==> src/rtl/command_buffer_arbiter_rr.sv <==
// Round-robin / fixed-priority command arbiter with PSL credit gating and a registered winning command.
// Optional starvation guard enabled by defining ARB_STARVE_GUARD_EN.
package command_buffer_pkg;
   typedef enum logic [2:0] {
      INVALID    = 3'd0,
      READ_CL_NA = 3'd1,
      READ_CL_S  = 3'd2,
      WRITE_NA   = 3'd3,
      WRITE_MI   = 3'd4,
      TOUCH_I    = 3'd5,
      FLUSH      = 3'd6,
      INTREQ     = 3'd7
   } command_t;

   typedef enum logic [2:0] {
      STRICT = 3'd0,
      ABORT  = 3'd1,
      PAGE   = 3'd2,
      PREF   = 3'd3,
      SPEC   = 3'd4
   } abt_t;

   typedef struct packed {
      logic        valid;
      logic [12:0] cmd;
      command_t    command;
      logic [63:0] address;
      logic [11:0] size;
      abt_t        abt;
   } CommandBufferLine;

   localparam CommandBufferLine CMD_LINE_IDLE = '{
      valid: 1'b0, cmd: '0, command: INVALID, address: '0, size: '0, abt: STRICT
   };
endpackage

module command_buffer_arbiter_rr
   import command_buffer_pkg::*;
#(
   parameter int unsigned NUM_REQUESTS = 4,
   parameter int unsigned ROUND_ROBIN  = 1,
   parameter int unsigned CREDIT_WIDTH = 8,
   parameter int unsigned INIT_CREDITS = 64,
   parameter int unsigned STARVE_LIMIT = 16
) (
   input  logic                    clock,
   input  logic                    rstn,
   input  logic                    enabled_in,
   input  CommandBufferLine        command_buffer_in [NUM_REQUESTS],
   input  logic [NUM_REQUESTS-1:0] requests,
   input  logic                    credit_return_in,
   output CommandBufferLine        command_arbiter_out,
   output logic [NUM_REQUESTS-1:0] ready,
   output logic [CREDIT_WIDTH-1:0] credits_out,
   output logic                    credit_overflow
);
   localparam int unsigned IDX_W = $clog2(NUM_REQUESTS);
   localparam logic [CREDIT_WIDTH-1:0] CREDIT_MAX = '1;

   logic                    enabled_q;
   logic [IDX_W-1:0]        rr_ptr_q, rr_ptr_d;
   logic [CREDIT_WIDTH-1:0] credits_q, credits_d;
   logic                    overflow_q, overflow_d;
   CommandBufferLine        out_q, out_d;

   logic [NUM_REQUESTS-1:0] eligible;
   logic [NUM_REQUESTS-1:0] starved;
   logic [NUM_REQUESTS-1:0] grant;
   logic [IDX_W-1:0]        win_idx;
   logic                    grant_any;
   int unsigned             scan_idx;

   assign eligible = requests & {NUM_REQUESTS{enabled_q && (credits_q != '0)}};

`ifdef ARB_STARVE_GUARD_EN
   localparam int unsigned SW = $clog2(STARVE_LIMIT + 1);
   logic [SW-1:0] wait_q [NUM_REQUESTS];

   always_comb begin
      starved = '0;
      for (int unsigned i = 0; i < NUM_REQUESTS; i++) begin
         starved[i] = eligible[i] && (wait_q[i] == SW'(STARVE_LIMIT));
      end
   end

   // Counters only advance while eligible, so credit or enable stalls freeze them.
   always_ff @(posedge clock or negedge rstn) begin
      if (!rstn) begin
         for (int unsigned i = 0; i < NUM_REQUESTS; i++) begin
            wait_q[i] <= '0;
         end
      end else begin
         for (int unsigned i = 0; i < NUM_REQUESTS; i++) begin
            if (grant[i] || !requests[i]) begin
               wait_q[i] <= '0;
            end else if (eligible[i] && (wait_q[i] != SW'(STARVE_LIMIT))) begin
               wait_q[i] <= wait_q[i] + 1'b1;
            end
         end
      end
   end
`else
   assign starved = '0;
`endif

   always_comb begin
      grant     = '0;
      win_idx   = '0;
      grant_any = 1'b0;
      scan_idx  = 0;
      if (|starved) begin
         for (int unsigned i = 0; i < NUM_REQUESTS; i++) begin
            if (starved[i] && !grant_any) begin
               grant_any = 1'b1;
               win_idx   = IDX_W'(i);
            end
         end
      end else begin
         for (int unsigned k = 0; k < NUM_REQUESTS; k++) begin
            scan_idx = (32'(rr_ptr_q) + k) % NUM_REQUESTS;
            if (eligible[scan_idx] && !grant_any) begin
               grant_any = 1'b1;
               win_idx   = IDX_W'(scan_idx);
            end
         end
      end
      if (grant_any) begin
         grant[win_idx] = 1'b1;
      end
   end

   always_comb begin
      rr_ptr_d   = rr_ptr_q;
      credits_d  = credits_q;
      overflow_d = overflow_q;
      out_d      = CMD_LINE_IDLE;
      if (grant_any) begin
         out_d = command_buffer_in[win_idx];
         if (ROUND_ROBIN != 0) begin
            rr_ptr_d = (win_idx == IDX_W'(NUM_REQUESTS - 1)) ? '0 : win_idx + 1'b1;
         end
      end
      // A return that coincides with a grant is absorbed by it and cannot overflow.
      if (grant_any && !credit_return_in) begin
         credits_d = credits_q - 1'b1;
      end else if (!grant_any && credit_return_in) begin
         if (credits_q == CREDIT_MAX) begin
            overflow_d = 1'b1;
         end else begin
            credits_d = credits_q + 1'b1;
         end
      end
   end

   always_ff @(posedge clock or negedge rstn) begin
      if (!rstn) begin
         enabled_q  <= 1'b0;
         rr_ptr_q   <= '0;
         credits_q  <= CREDIT_WIDTH'(INIT_CREDITS);
         overflow_q <= 1'b0;
         out_q      <= CMD_LINE_IDLE;
      end else begin
         enabled_q  <= enabled_in;
         rr_ptr_q   <= rr_ptr_d;
         credits_q  <= credits_d;
         overflow_q <= overflow_d;
         out_q      <= out_d;
      end
   end

   assign ready               = grant;
   assign command_arbiter_out = out_q;
   assign credits_out         = credits_q;
   assign credit_overflow     = overflow_q;

endmodule
==> config.mk <==
export PLATFORM = sky130hd
export DESIGN_NAME = command_buffer_arbiter_rr
export DESIGN_NICKNAME = d
export VERILOG_FILES = /design/src/rtl/command_buffer_arbiter_rr.sv
export SDC_FILE = /design/constraint.sdc
export NUM_CORES = 1
export LEC_CHECK = 0
export ABC_AREA = 1
export BUFFER_PORTS_ARGS = -buffer_cell sky130_fd_sc_hd__buf_2
export CAP_MARGIN = 20
export CORE_AREA = 2 2 194 196
export DETAILED_ROUTE_END_ITERATION = 6
export DIE_AREA = 0 0 196 198
export PLACE_DENSITY = 0.51
export SLEW_MARGIN = 20
export SYNTH_ARGS = -nofsm -noshare
export SYNTH_HDL_FRONTEND = slang
export SYNTH_SLANG_ARGS = --single-unit
==> constraint.sdc <==
create_clock -name clock -period 6.15 [get_ports clock]
set_clock_uncertainty 0.2 [all_clocks]
set_input_delay 0.9225 -clock clock [delete_from_list [all_inputs] [get_ports clock]]
set_output_delay 0.9225 -clock clock [all_outputs]
set_load 0.01 [all_outputs]
==> impl.org, run 1 <==
** Synth
- Number of warnings reported in the yosys synthesis log :: 0
- The average instance in the mapped netlist occupies 6.44 µm².
- Area of the mapped netlist :: 8520 µm²
- The number of nets handed over by synthesis was 1,724.
- Number of distinct standard cells referenced by the synthesized netlist :: 30
- Counting flops and latches in the post-synthesis netlist gives 108.
- Among all flip-flop cells after synthesis, the most frequent one is sky130_fd_sc_hd__dfrtp_1.
- In the synthesized netlist, the number of instances is 1,323.
- Sequential area share after synthesis :: 31.7%
- Of all flip-flops after synthesis, the portion carrying an async set or reset was 100%.
- The synthesized design contains 0 enable-type register cells.

** Layout
- After the last flow step, the layout net total stands at 2,147.
- From synthesis to final layout, the design area changed by 34.9%.
- Share of layout cells above drive strength 1 :: 31.0%
- Final-layout fill cell count :: 4,227
- Post-Layout Inst Area :: 11,500 µm²

** Timing
- In the final timing run, aggregate negative setup slack is 0 ps.
- Relative slew margins :: 38.9%
- Final worst-path cycle share :: 75.5%
- The final hold violation count is 0.
- Setup repair after global routing missed its margin :: false
- Highest attainable clock frequency :: 215 MHz
- At the pin with the least slew margin, the transition time is 917 ps.
- Shortest clock period the worst path allows after layout :: 4640 ps
- Least setup slack across all paths after layout :: 1510 ps
- The max-slew violation count is 0.
- Setup violations remaining at the end of the flow were counted as 0.

** Floorplan
- Number of placement rows :: 71
- For this configuration, the core starts out at a cell density of 23.1%.
- From bottom edge to top edge, the die measures 198 µm.
- Core area :: 37,000 µm²
- In this run the horizontal extent of the chip is 196 µm.
- The floorplan step defined a die boundary enclosing 38,800 µm².
- In this run the count of I/O pins placed on the die edge is 501.

** Power
- Switching power share of the total :: 57.0%
- Combinational logic burns 74.1% of the power.
- LEAKAGE :: 6.95 nW
- Cell internal pwr :: 3.18 mW
- Clock network fraction of design power :: 8.4%
- Sequential group share of total power :: 17.5%
- IR analysis of the VDD net gives a maximum drop of 0.342 mV.
- Summed over all nets, the switching power comes to 4.22 mW.
- In this run the power density over the cells is 643 nW/µm².

** Clocking
- After clock tree synthesis, the clock-pin slew on the worst setup and hold paths is 70 ps.
- For this design, the CTS-stage hold fixing added 0 buffers.
- # H-tree levels :: 3
- Clock root buffer :: sky130_fd_sc_hd__clkbuf_16
- The clock drives 108 sinks.
- Clock network latency to the later pin of the worst-skew pair :: 370 ps
- Clock tree synthesis inserted a total of 9 buffers.
- TritonCTS built the clock tree.
- The clock passes through at most 2 buffers.
- Cts repair resizes :: 0
- Total setup buffers inserted after CTS :: 0

** Global routing
- Antenna violations before repair :: 4
- Entering global routing, the biggest net connects 112 pins.
- Global-route usage over all layers :: 17.6%
- Via count of the first global-routing pass :: 9,630
- Wire length of the first global-routing pass :: 53.2 mm
- Sum of overflow across all layers after global routing :: 0

** Worst setup path
- Crit path DAT :: 3520 ps
- Reg-to-reg startpoint :: credits_out[6]
- Capturing point of the worst reg2reg path :: command_arbiter_out[3]
- Worst Setup End Kind :: output port
- Worst setup slack for register-to-register paths :: 2230 ps
- Startpoint-to-endpoint class of the critical path :: flop to output port
- The worst register-to-register path has a depth of 16.
- STA classifies the critical path startpoint as a flop.
- Start point of the critical path :: credits_out[5]
- Data required time at the worst endpoint :: 5030 ps
- The critical path ends at ready[3].
- Largest fanout on the critical path :: 111

** Outcome
- The run finished, with violations left.
- The final reports fail on design-rule violations.

** Place
- Placed instance area :: 11,200 µm²
- Dpl ws :: 1590 ps
- Post-detail-place hpwl :: 25.4 mm
- During placement, the flow inserted port buffers numbering 500.
- The congestion estimate from routability-driven global placement came to 0.900.

** Routing
- Post-DR wirelength/cell :: 15.9 µm
- After detailed routing, the number of remaining DRC violations is 1.
- Post-detailed-routing wire length :: 35.5 mm
- In this run the remaining antenna-violating nets after routing total 0.
- Vias per Instance :: 4.52
- Routed via count :: 10,054
- For this run, the detailed router's first-pass iteration total came to 7.
- 1st-iter DRT viols :: 503

** Flow run
- Max-cap violations :: 0

** Min path
- Path class of the lowest-slack min-delay path :: flop to flop
-- how the worst min path moves through the flow --
stage                               start              end  slack [ps]  cells after the start
after floorplan           credit_overflow  credit_overflow         290                      1
after global placement    credit_overflow  credit_overflow         240                      1
after detailed placement  credit_overflow  credit_overflow         270                      1
after CTS                 credit_overflow  credit_overflow         280                      1
after global routing      credit_overflow  credit_overflow         310                      1
final                     credit_overflow  credit_overflow         270                      1
-- area by class of cell --
type / instances / area [µm²] / share of cell area (%)
Clock inverter: 5 / 52.6 / 0.457
Multi-Input combinational cell: 798 / 4130 / 35.9
Antenna cell: 2 / 5.00 / 0.0435
Timing Repair Buffer: 510 / 2580 / 22.4
Inverter: 319 / 1200 / 10.4
Clock buffer: 10 / 239 / 2.08
Tap cell: 474 / 593 / 5.16
Sequential cell: 108 / 2700 / 23.5
-- flip-flops by register name (all words and copies together) (netlist names) --
signal / flops
command_arbiter_out: 96
credits_out: 8
rr_ptr_q: 2
credit_overflow: 1
enabled_q: 1
-- routing by layer --
metal | wire length (µm) | up-vias | global-route usage (%)
li1 | - | 4967 | -
met1 | 14800 | 4630 | 21.9
met2 | 17500 | 401 | 30.3
met3 | 2290 | 50 | 3.65
met4 | 802 | 6 | 5.56
met5 | 41 | - | 0
-- cell usage after synthesis, types with 8 or more instances --
cell type	n	area, µm²
sky130_fd_sc_hd__buf_4	8	60.1
sky130_fd_sc_hd__buf_2	73	365
sky130_fd_sc_hd__dfrtp_1	107	2680
sky130_fd_sc_hd__a21oi_1	104	521
sky130_fd_sc_hd__inv_1	313	1170
sky130_fd_sc_hd__ha_1	9	113
sky130_fd_sc_hd__nand2_1	228	856
sky130_fd_sc_hd__nand3_1	294	1470
sky130_fd_sc_hd__nor2_1	17	63.8
sky130_fd_sc_hd__nand3b_1	96	721
sky130_fd_sc_hd__nand4_1	15	93.8
sky130_fd_sc_hd__o21ai_0	10	50.1
-- cell usage in the layout (no fill, tap or decap), drive strengths merged --
master and count:
diode 2, a221oi 1, inv 318, clkinv 4, dfstp 1, buf 510, clkinvlp 1, clkbuf 10
dfrtp 107, o21ai 11, nand3 294, nand3b 96, a21oi 105, a31oi 1, a21o 1, nand2 233
xor2 5, o31ai 1, ha 9, o22ai 1, nor2 20, nand4 15, xnor2 5, bufinv 1
-- logic make-up after synthesis --
group / share of synthesized area, %
AOI/OAI and AO/OA: 7.28
adders and majority gates: 1.32
DFF: 31.7
xor gates and xnor gates: 1.03
buffers and inverters: 20.2
and+or+nand+nor: 38.4
-- power by group through the flow --
stage	registers (mW)	logic, mW	clock network [mW]
3_5_place_dp	1.31	5.57	0
2_1_floorplan	1.45	3.86	0
4_1_cts	1.30	5.58	0.654
5_1_grt	1.33	6.17	0.680
6_report	1.29	5.49	0.619
3_3_place_gp	1.30	5.52	0
-- critical path, stage by stage, from the launching register on --
cell and delay [ps]:
sky130_fd_sc_hd__dfrtp_1 450, sky130_fd_sc_hd__inv_2 70, sky130_fd_sc_hd__nand2_1 60, sky130_fd_sc_hd__nor2_2 170, sky130_fd_sc_hd__nand2_4 100, sky130_fd_sc_hd__nand4_1 120, sky130_fd_sc_hd__nand2_1 130, sky130_fd_sc_hd__o21ai_1 180
sky130_fd_sc_hd__nand4_1 250, sky130_fd_sc_hd__nand2_8 550, sky130_fd_sc_hd__nand2_8 410, sky130_fd_sc_hd__inv_2 180, sky130_fd_sc_hd__ha_1 180, sky130_fd_sc_hd__inv_1 50, sky130_fd_sc_hd__nor2_1 90, sky130_fd_sc_hd__buf_2 160
-- stage by stage --
stage	instances	power (mW)	hold WS, ps	utilization, %
detailed placement	2209	6.87	266	30.3
global placement	2209	6.82	239	30.3
floorplan	1323	5.32	293	-
finish	2226	7.40	274	31.1
CTS	2224	7.53	282	31.1
global route	2225	8.18	306	31.1
Note: power is estimated with default switching activity, not from simulation.
==> inputs of run 2 (changes only) <==
- clock period: 6.15 -> 4.6 ns (I/O delays scaled with it)
==> run 2 against run 1 <==
Effect of this change:
- the run now ends clean
- final area up 0.77%
- highest routed layer unchanged
- sequential power up 33%
- non-clock buffer count up 1
- die area unchanged
- count of clock-buffer cells in the layout unchanged
- critical endpoint unchanged
- worst setup slack worse by 830 ps
- critical path type unchanged
==> impl.org, run 2 (same netlist as run 1, synthesis figures left out) <==
** Place
- Placed instance area :: 11,200 µm² (about the same)
- The detailed placer's ending HPWL is 25.3 mm (was 25.4 mm).
- Dpl ws :: 821 ps (was 1590 ps)
- The global placer's final weighted congestion was 0.853 (was 0.900).
- Count of buffers from port buffering :: 500 (unchanged)
- The instance count after placement with tap cells included was 2,210 (was 2,209).

** Layout
- Most common cell after layout, fill and taps aside :: sky130_fd_sc_hd__buf_2 (unchanged)
- Final-layout fill cell count :: 4,192 (was 4,227)
- Cell Count, Final, Fillers Out :: 2,229 (was 2,226)
- Share of layout cells above drive strength 1 :: 31.1% (was 31.0%)
- The storage element area came to 2700 µm² (unchanged).
- Post-layout util :: 31.4% (was 31.1%)
- The layout-stage area growth over the synthesis result was 35.9% (was 34.9%).
- Commonest cells after routing, fill and taps aside: sky130_fd_sc_hd__buf_2, sky130_fd_sc_hd__inv_1, sky130_fd_sc_hd__nand3_1 (unchanged).
- Number of flip-flops in the largest register :: 96 (unchanged)
- The total area of multi-input combinational cells is 4130 µm² (unchanged).
- Net count of the finished layout :: 2,148 (was 2,147)
- The design area was 11,600 µm² (was 11,500 µm²).

** Clocking
- Clock transition at path regs :: 80 ps (was 70 ps)
- Clock root buffer :: sky130_fd_sc_hd__clkbuf_16 (unchanged)
- The buffers inserted during post-CTS setup optimization was 0 (unchanged).
- Clock network latency to the later pin of the worst-skew pair :: 370 ps (about the same)
- Cts repair resizes :: 0 (unchanged)
- CTS Hold Bufs :: 0 (unchanged)
- The number of levels in the clock H-tree came to 3 (unchanged).
- Max Root-Sink Buffers :: 2 (unchanged)
- The TritonCTS clock tree is built (unchanged).
- The number of CTS-inserted buffers is 9 (unchanged).
- The number of clock sinks seen by CTS is 108 (unchanged).

** Worst setup path
- Counting stages on the worst path, the most repeated cell is sky130_fd_sc_hd__nand2_1.
- Buffer and inverter count on the worst path :: 4 (unchanged)
- Series of cell instances along the critical path: inv_2, nand2_1, nor2_2, nand2_4, nand4_1, nand2_1, nand2_1, nand2_2, a21oi_1, nand2_4, nand2_8, inv_2, ha_1, inv_1, nor2_1, buf_2 (was inv_2, nand2_1, nor2_2, nand2_4, nand4_1, nand2_1, o21ai_1, nand4_1, nand2_8, nand2_8, inv_2, ha_1, inv_1, nor2_1, buf_2).
- Largest stage delay on the critical path :: 450 ps (was 550 ps)
- Largest delay contributor family on the critical path :: simple AND/OR/NAND/NOR gates (unchanged)
- CP Launch Type :: flop (unchanged)
- Startpoint-to-endpoint class of the critical path :: flop to output port (unchanged)
- The startpoint of the most critical setup path is credits_out[5] (unchanged).
- The reg-to-reg critical path startpoint is credits_out[5] (was credits_out[6]).
- Crit path DAT :: 3030 ps (was 3520 ps)
- Cell with the biggest individual delay on the critical path :: sky130_fd_sc_hd__dfrtp_1 (was sky130_fd_sc_hd__nand2_8)
- The kind of end point of the critical path is an output port (unchanged).
- Largest fanout on the critical path :: 81 (was 111)
- Data required time at the worst endpoint :: 3710 ps (was 5030 ps)

** Floorplan
- Top-level port count :: 501 (unchanged)
- Core area :: 37,000 µm² (unchanged)
- The area of the die is 38,800 µm² (unchanged).
- Die width :: 196 µm (unchanged)
- The number of standard-cell rows in the floorplan was 71 (unchanged).
- Initial Utilization :: 23.1% (unchanged)
- The floorplan die height came to 198 µm (unchanged).

** Routing
- The number of DRC violations after detailed-routing iteration 0 came to 564 (was 503).
- The wire length reported by the detailed router came to 35.2 mm (was 35.5 mm).
- The via-per-instance ratio came to 4.50 (was 4.52).
- The residual DRC count was 0 (was 1).
- Number of detailed-routing iterations run before antenna repair :: 5 (was 7)
- Post-DR wirelength/cell :: 15.8 µm (was 15.9 µm)
- Routed via count :: 10,022 (was 10,054)
- Antenna Nets Post-Route :: 0 (unchanged)

** Timing
- Static timing analysis puts the maximum clock frequency at 255 MHz.
- The smallest clock period supported by the final layout is computed as 3920 ps.
- Final setup violation count :: 0 (unchanged)
- Dividing the final minimum period by the clock period gives 85.2%.
- The transition time at the pin with the least slew margin came to 1270 ps (was 917 ps).
- The worst setup margin is 679 ps (was 1510 ps).
- Total Neg Setup Slack :: 0 ps (unchanged)
- Hold Fails Final Rpt :: 0 (unchanged)
- The max-slew violation count was 0 (unchanged).
- The worst hold margin is 149 ps (was 274 ps).
- Setup repair after global routing missed its margin: false (unchanged).
- Relative slew margins :: 15.3% (was 38.9%)

** Power
- Peak VDD IR :: 0.630 mV (was 0.342 mV)
- The leakage power summed over all cells came to 6.99 nW (was 6.95 nW).
- Overall power after layout :: 10.1 mW (was 7.40 mW)
- The power per cell area is 868 nW/µm² (was 643 nW/µm²).

** Global routing
- Antenna violations before repair :: 4 (unchanged)
- Wire length of the first global-routing pass :: 53.1 mm (was 53.2 mm)
- Global-route usage over all layers :: 17.5% (was 17.6%)
- Via count of the first global-routing pass :: 9,651 (was 9,630)
- The total congestion overflow was 0 (unchanged).
- Pin count of the biggest net entering global routing :: 193 (was 112)

** Min path
- The path category of the worst min-delay check is input pin to asynchronous set/reset pin (was flop to flop).

** Flow run
- Max-cap violations :: 0 (unchanged)

** Outcome
- Status: complete, no violations (was finished with violations).
==> run 2: worst paths after layout <==
path                                           end  slack (ps)  depth (start not counted)
hold / removal             command_arbiter_out[42]         150                          1
hold reg to reg                    credit_overflow         260                          1
setup reg to reg                    credits_out[6]         790                         23
max in group asynchronous           credits_out[6]        3200                          2
setup / recovery                          ready[3]         680                         16
min in group clock                       enabled_q         220                          1
==> run 2: cell type report <==
type / instances / share of cell area (%)
clock buffers: 10 / 2.06
repair buffers: 511 / 22.7
flip-flops and latches: 108 / 23.3
clock inverters: 6 / 0.810
multi-input cells: 798 / 35.6
inverters: 319 / 10.3
well taps: 474 / 5.12
diodes: 3 / 0.0648
==> run 2: per-layer routing <==
layer / vias to the layer above / part of all wire [%] / track usage [%]
met4: 2 / 3.1 / 7.46
met1: 4612 / 41 / 21.4
met5: - / 0.037 / 0
li1: 4965 / - / -
met3: 53 / 6.3 / 3.00
met2: 390 / 50 / 30.4
==> run 2: report_power, final <==
part | total, mW | internal (mW) | leakage [nW] | switching [mW]
clock | 0.911 | 0.498 | 0.160 | 0.413
sequential | 1.72 | 1.52 | 1.32 | 0.191
combinational | 7.43 | 2.36 | 5.51 | 5.08
total | 10.1 | 4.38 | 6.99 | 5.68
